File: src/rtl/bch_encoder.sv
// Systematic BCH(8191,8087,t=8) encoder over GF(2^13). It takes 32 bits per clock and emits 256-word frames.
// Optional build macro BCH_ENC_ERR_INJ_EN adds an err_mask input that is XORed onto dout only.

package bch_encoder_pkg;

    function automatic logic [12:0] gf13_mul(input logic [12:0] a, input logic [12:0] b);
        logic [12:0] acc;
        logic [12:0] sh;
        acc = '0;
        sh  = a;
        for (int i = 0; i < 13; i++) begin
            if (b[4'(i)]) acc = acc ^ sh;
            sh = sh[12] ? ({sh[11:0], 1'b0} ^ 13'h001B) : {sh[11:0], 1'b0};
        end
        return acc;
    endfunction

    // g(x) = prod (x + alpha^r) over the cyclotomic cosets of 1,3,..,15; all coefficients land in GF(2).
    function automatic logic [103:0] bch_gen_poly();
        logic [104:0][12:0] c;
        logic [12:0]        root;
        logic [103:0]       g;
        int                 deg;
        c    = '0;
        c[0] = 13'h1;
        deg  = 0;
        g    = '0;
        for (int k = 1; k < 16; k += 2) begin
            root = 13'h1;
            for (int j = 0; j < k; j++) root = gf13_mul(root, 13'h2);
            for (int s = 0; s < 13; s++) begin
                for (int i = deg + 1; i > 0; i--)
                    c[7'(i)] = c[7'(i - 1)] ^ gf13_mul(c[7'(i)], root);
                c[0] = gf13_mul(c[0], root);
                deg++;
                root = gf13_mul(root, root);
            end
        end
        for (int i = 0; i < 104; i++) g[7'(i)] = c[7'(i)][0];
        return g;
    endfunction

endpackage

// Handshake: a word moves on a rising edge when din_valid && din_ready. The producer holds din stable
// until it is accepted. The output side has no backpressure: each dout_valid pulse is one word.
module bch_encoder
    import bch_encoder_pkg::*;
#(
    parameter int                    CODE_LENGTH     = 8191,
    parameter int                    CHECK_BITS      = 104,
    parameter int                    PARALLEL_FACTOR = 32,
    parameter logic [CHECK_BITS-1:0] GEN_POLY        = bch_gen_poly()
) (
    input  logic                       clk,
    input  logic                       reset,
    input  logic [PARALLEL_FACTOR-1:0] din,
    input  logic                       din_valid,
    output logic                       din_ready,
    output logic [PARALLEL_FACTOR-1:0] dout,
    output logic                       dout_valid,
    output logic                       dout_sof,
    output logic                       dout_eof,
`ifdef BCH_ENC_ERR_INJ_EN
    input  logic [PARALLEL_FACTOR-1:0] err_mask,
`endif
    output logic [1:0]                 dbg_state
);

    localparam int W         = PARALLEL_FACTOR;
    localparam int R         = CHECK_BITS;
    localparam int NWORDS    = (CODE_LENGTH + 1) / W;
    localparam int PAR_WORDS = R / W;
    localparam int MIX_BITS  = R % W;
    localparam int MIX_WORD  = NWORDS - PAR_WORDS - 1;
    localparam int LAST_WORD = NWORDS - 1;
    localparam int CW        = $clog2(NWORDS);

    typedef enum logic [1:0] {
        ST_DATA = 2'd0,
        ST_MIX  = 2'd1,
        ST_PAR  = 2'd2
    } state_t;

    state_t         state_q, state_d;
    logic [CW-1:0]  wcnt;
    logic [R-1:0]   rem_q, lfsr_next;
    logic [W-1:0]   din_eff, dout_next;
    logic           fb, xfer, step;

    assign xfer = din_valid && din_ready;
    assign step = xfer || (state_q == ST_PAR);

    always_ff @(posedge clk or negedge reset) begin
        if (!reset) state_q <= ST_DATA;
        else        state_q <= state_d;
    end

    always_comb begin
        state_d = state_q;
        case (state_q)
            ST_DATA: if (xfer && wcnt == CW'(MIX_WORD - 1)) state_d = ST_MIX;
            ST_MIX:  if (xfer) state_d = ST_PAR;
            ST_PAR:  if (wcnt == CW'(LAST_WORD)) state_d = ST_DATA;
            default: state_d = ST_DATA;
        endcase
    end

    always_comb begin
        din_ready = reset && (state_q != ST_PAR);
        dbg_state = state_q;
    end

    // Bit-serial division unrolled across the word. In MIX only the top W-MIX_BITS bits are message.
    always_comb begin
        din_eff = din;
        if (wcnt == '0) din_eff[W-1] = 1'b0;
        lfsr_next = rem_q;
        fb        = 1'b0;
        for (int i = W - 1; i >= 0; i--) begin
            if (state_q != ST_MIX || i >= MIX_BITS) begin
                fb        = lfsr_next[R-1] ^ din_eff[i];
                lfsr_next = {lfsr_next[R-2:0], 1'b0} ^ (fb ? GEN_POLY : '0);
            end
        end
    end

    always_comb begin
        dout_next = din_eff;
        case (state_q)
            ST_MIX: dout_next = {din_eff[W-1:MIX_BITS], lfsr_next[R-1 -: MIX_BITS]};
            ST_PAR: begin
                for (int k = 0; k < PAR_WORDS; k++)
                    if (wcnt == CW'(MIX_WORD + 1 + k))
                        dout_next = rem_q[(PAR_WORDS - 1 - k) * W +: W];
            end
            default: ;
        endcase
`ifdef BCH_ENC_ERR_INJ_EN
        dout_next = dout_next ^ err_mask;
`endif
    end

    always_ff @(posedge clk or negedge reset) begin
        if (!reset) begin
            wcnt       <= '0;
            rem_q      <= '0;
            dout       <= '0;
            dout_valid <= 1'b0;
            dout_sof   <= 1'b0;
            dout_eof   <= 1'b0;
        end else begin
            dout_valid <= step;
            dout_sof   <= step && (wcnt == '0);
            dout_eof   <= step && (wcnt == CW'(LAST_WORD));
            if (step) begin
                wcnt <= wcnt + 1'b1;
                dout <= dout_next;
            end
            if (xfer) rem_q <= lfsr_next;
            else if (state_q == ST_PAR && wcnt == CW'(LAST_WORD)) rem_q <= '0;
        end
    end

endmodule

File: config.mk
export PLATFORM = sky130hd
export DESIGN_NAME = bch_encoder
export DESIGN_NICKNAME = d
export VERILOG_FILES = /design/src/rtl/bch_encoder.sv
export SDC_FILE = /design/constraint.sdc
export NUM_CORES = 1
export LEC_CHECK = 0
export ABC_AREA = 1
export CAP_MARGIN = 30
export CELL_PAD_IN_SITES_DETAIL_PLACEMENT = 1
export CELL_PAD_IN_SITES_GLOBAL_PLACEMENT = 1
export CORE_AREA = 2 2 130 132
export CTS_CLUSTER_DIAMETER = 200
export CTS_CLUSTER_SIZE = 30
export DETAILED_ROUTE_END_ITERATION = 12
export DIE_AREA = 0 0 132 134
export PLACE_DENSITY_LB_ADDON = 0.1
export SYNTH_ARGS = -nofsm -noshare
export SYNTH_HDL_FRONTEND = slang
export SYNTH_SLANG_ARGS = --single-unit
File: constraint.sdc
create_clock -name clk -period 1.6 [get_ports clk]
set_clock_uncertainty 0.05 [all_clocks]
set_input_delay 0.24 -clock clk [delete_from_list [all_inputs] [get_ports clk]]
set_output_delay 0.24 -clock clk [all_outputs]
set_load 0.005 [all_outputs]
==> metrics <==
status=finished, violations left; failing checks=negative setup slack; worst min-delay path class=reg -> reg; Inst Count DP=1166; Cell Pwr Density=2120 nW/µm²; Final HPWL DP=18100 µm; # IOs=73; CTS max path bufs=2; yosys warns=0; worst setup path start=dbg_state[1]$_DFFE_PN0P_; period utilisation layout=116%; R2R Setup Slk=-260 ps; post-detailed-routing wire length=28700 µm; height of the die=134 µm; DRC=0; nets@finish=1046; Max H-tree Level=3; FF-to-FF End=wcnt[7]$_DFFE_PN0N_; fillcell total=1909; post-route ant nets=0; design area=9450 µm²; Setup crit start kind=flip-flop; synthesized area=5890 µm²; Core Box Area=16300 µm²; critical path peak fanout=4; final hold violation count=0; relative max-transition margin=62.6%; most common cell after layout, fill and taps aside=nand2_1; CTS Buf Count=9; maximum VDD drop=0.926 mV; Placer Congestion=0.934; cell count of the worst reg-to-reg path=9; DRT Pass-1 Iters=5; met3 usage=3.82%; vias per cell=5.38; clk_lat worst skew=370 ps; Fmax=537 MHz; Unique masters post-synth=38; share of cells above drive strength 1=36.4%; row cnt=47; CP Capture Type=flip-flop; initial antenna violation count=0; GRT Total Usage=29.4%; Sequential cell area=2260 µm²; Die ar.=17700 µm²; Final WS setup=-263 ps; first-pass GRT wire length=39700 µm; die width=132 µm; Net Count, Synth=830; DR iter-0 viols=516; clock sinks=90; largest net degree at the start of global routing=84; Syn-to-layout area delta=60.4%; Tmin final=1860 ps; commonest non-fill, non-tap cells in the layout=nand2_1, buf_4, dfrtp_1, clkdlybuf4s50_1, inv_1; met2 Track Usage GR=50.5%; worst reg2reg startpoint=dbg_state[1]$_DFFE_PN0P_; setup violators final=87; vias in the first global route=6850; Worst Path Arrival=2060 ps; global-route met1 utilization=36.8%; GR peak layer=met2; Starting Density=36.2%; syn_area_per_cell=7.48 µm²; synthesis-stage register bit count=90; CP required=1800 ps; TritonCTS clock tree=done; Buffers on Ports=72; unrepaired setup endpoints after global routing=true; total global routing overflow=0; max-cap violations=0; Leak Pwr=0.00440 µW; final cell count without fillers=1228; placed cell area=7730 µm²; area of the multi-input gates=3830 µm²; detailed-route via count=6607; Gate Count Post-Synth=787; Avg WL per Cell=23.4 µm; clock slew seen by the registers of the worst setup and hold paths=70 ps; Worst Tran Pin Value=558 ps; Clk Tree Root Cell=clkbuf_16; fin. max-slew vios=0; Antenna Cells=0; Crit Path Category=reg -> reg; sequential fraction of the synthesis area=38.2%; Critical Path End=wcnt[7]$_DFFE_PN0N_
==> worst max-delay path, cell delays in order, from the launching register on <==
cell and delay [ps]:
dfrtp_1 400, buf_4 160, ha_4 170, inv_4 70, nand3_4 120, nand2_4 140, nand4_1 210, nor2_2 180
nand3_1 100, xor2_1 150
==> report_power, final <==
group / internal (µW) / switching [µW] / leakage (µW) / total [µW]
clock: 1270 / 1050 / 0.000142 / 2310
sequential: 3370 / 1110 / 0.00108 / 4480
combinational: 6040 / 7220 / 0.00318 / 13300
total: 10700 / 9370 / 0.00440 / 20100
==> synth_stat cells, drive strengths merged <==
| cell type | instances | share of area [%] |
|---|---|---|
| a21boi | 28 | 3.6 |
| a21oi | 43 | 3.7 |
| and2 | 1 | 0.11 |
| buf | 32 | 3.8 |
| clkbuf | 6 | 0.38 |
| clkinv | 1 | 0.064 |
| dfrtp | 90 | 38 |
| ha | 8 | 1.7 |
| inv | 70 | 4.5 |
| nand2 | 223 | 15 |
| nand3 | 66 | 5.8 |
| nand4 | 6 | 0.64 |
| nor2 | 42 | 3.1 |
| nor3 | 1 | 0.085 |
| o211ai | 5 | 0.64 |
| o21ai | 72 | 6.7 |
| o21bai | 1 | 0.13 |
| o22ai | 7 | 0.74 |
| o31ai | 2 | 0.25 |
| or2 | 28 | 3.0 |
| xnor2 | 43 | 6.4 |
| xor2 | 12 | 1.8 |
==> worst min-delay path by stage <==
stage,start,to,slack (ps),cells past startpoint
2_1_floorplan,reset,dbg_state[0]$_DFFE_PN0P_,-110,0
3_3_place_gp,reset,wcnt[4]$_DFFE_PN0N_,220,2
3_5_place_dp,reset,wcnt[4]$_DFFE_PN0N_,230,2
4_1_cts,reset,dout_valid$_DFF_PN0_,420,4
5_1_grt,reset,dout_valid$_DFF_PN0_,450,4
6_report,dout[5]$_DFFE_PN0N_,dout[5]$_DFFE_PN0N_,440,2
==> repair_timing <==
item | in CTS | in global routing
resized for setup | 124 | 134
hold endpoints to repair | 7 | 0
setup buffers | 13 | 21
hold buffers | 2 | 0
pin swaps | 34 | 38
gates cloned | 6 | 7
setup endpoints to repair | 86 | 90
==> state kept, by name (all words and copies together) (netlist names) <==
register	count
dout	32
dout_eof	1
rem_q	45
wcnt	8
dout_sof	1
dout_valid	1
dbg_state	2
==> routing by layer <==
layer | wire (µm) | vias to the layer above | part of all wire, %
met3 | 1220 | 80 | 4.3
met5 | 0 | - | 0
li1 | - | 2967 | -
met2 | 14500 | 234 | 50
met1 | 11800 | 3326 | 41
met4 | 1210 | 0 | 4.2
==> metrics by stage <==
step                      power [µW]  util [%]  TNS (ps)  hold WS [ps]  worst slack (ps)
after floorplan                 9620         -      -366          -106             -16.1
after global placement         14000      47.4    -13490           224              -316
after detailed placement       14300      47.4    -17700           228              -340
after CTS                      17900      53.4     -8880           417              -167
after global routing           21000      58.0    -18910           453              -315
final                          20100      58.0    -13470           438              -263
==> layout make-up <==
type	count	share of cell area, %
tap	220	2.91
clock inverter	5	0.662
sequential	90	23.9
timing repair buffer	242	26.0
clock buffer	11	2.57
inverter	71	3.46
multi-input combinational	589	40.5
==> cell families after synthesis <==
group | after synthesis | synth area share (%)
XOR/XNOR | 55 | 8.18
adder cells (fa/ha/maj) | 8 | 1.70
AO/OA/AOI/OAI | 158 | 15.7
buffers and inverters | 109 | 8.69
AND/OR/NAND/NOR | 367 | 27.4
flip-flops | 90 | 38.2
Power figures use the tool's default switching activity.
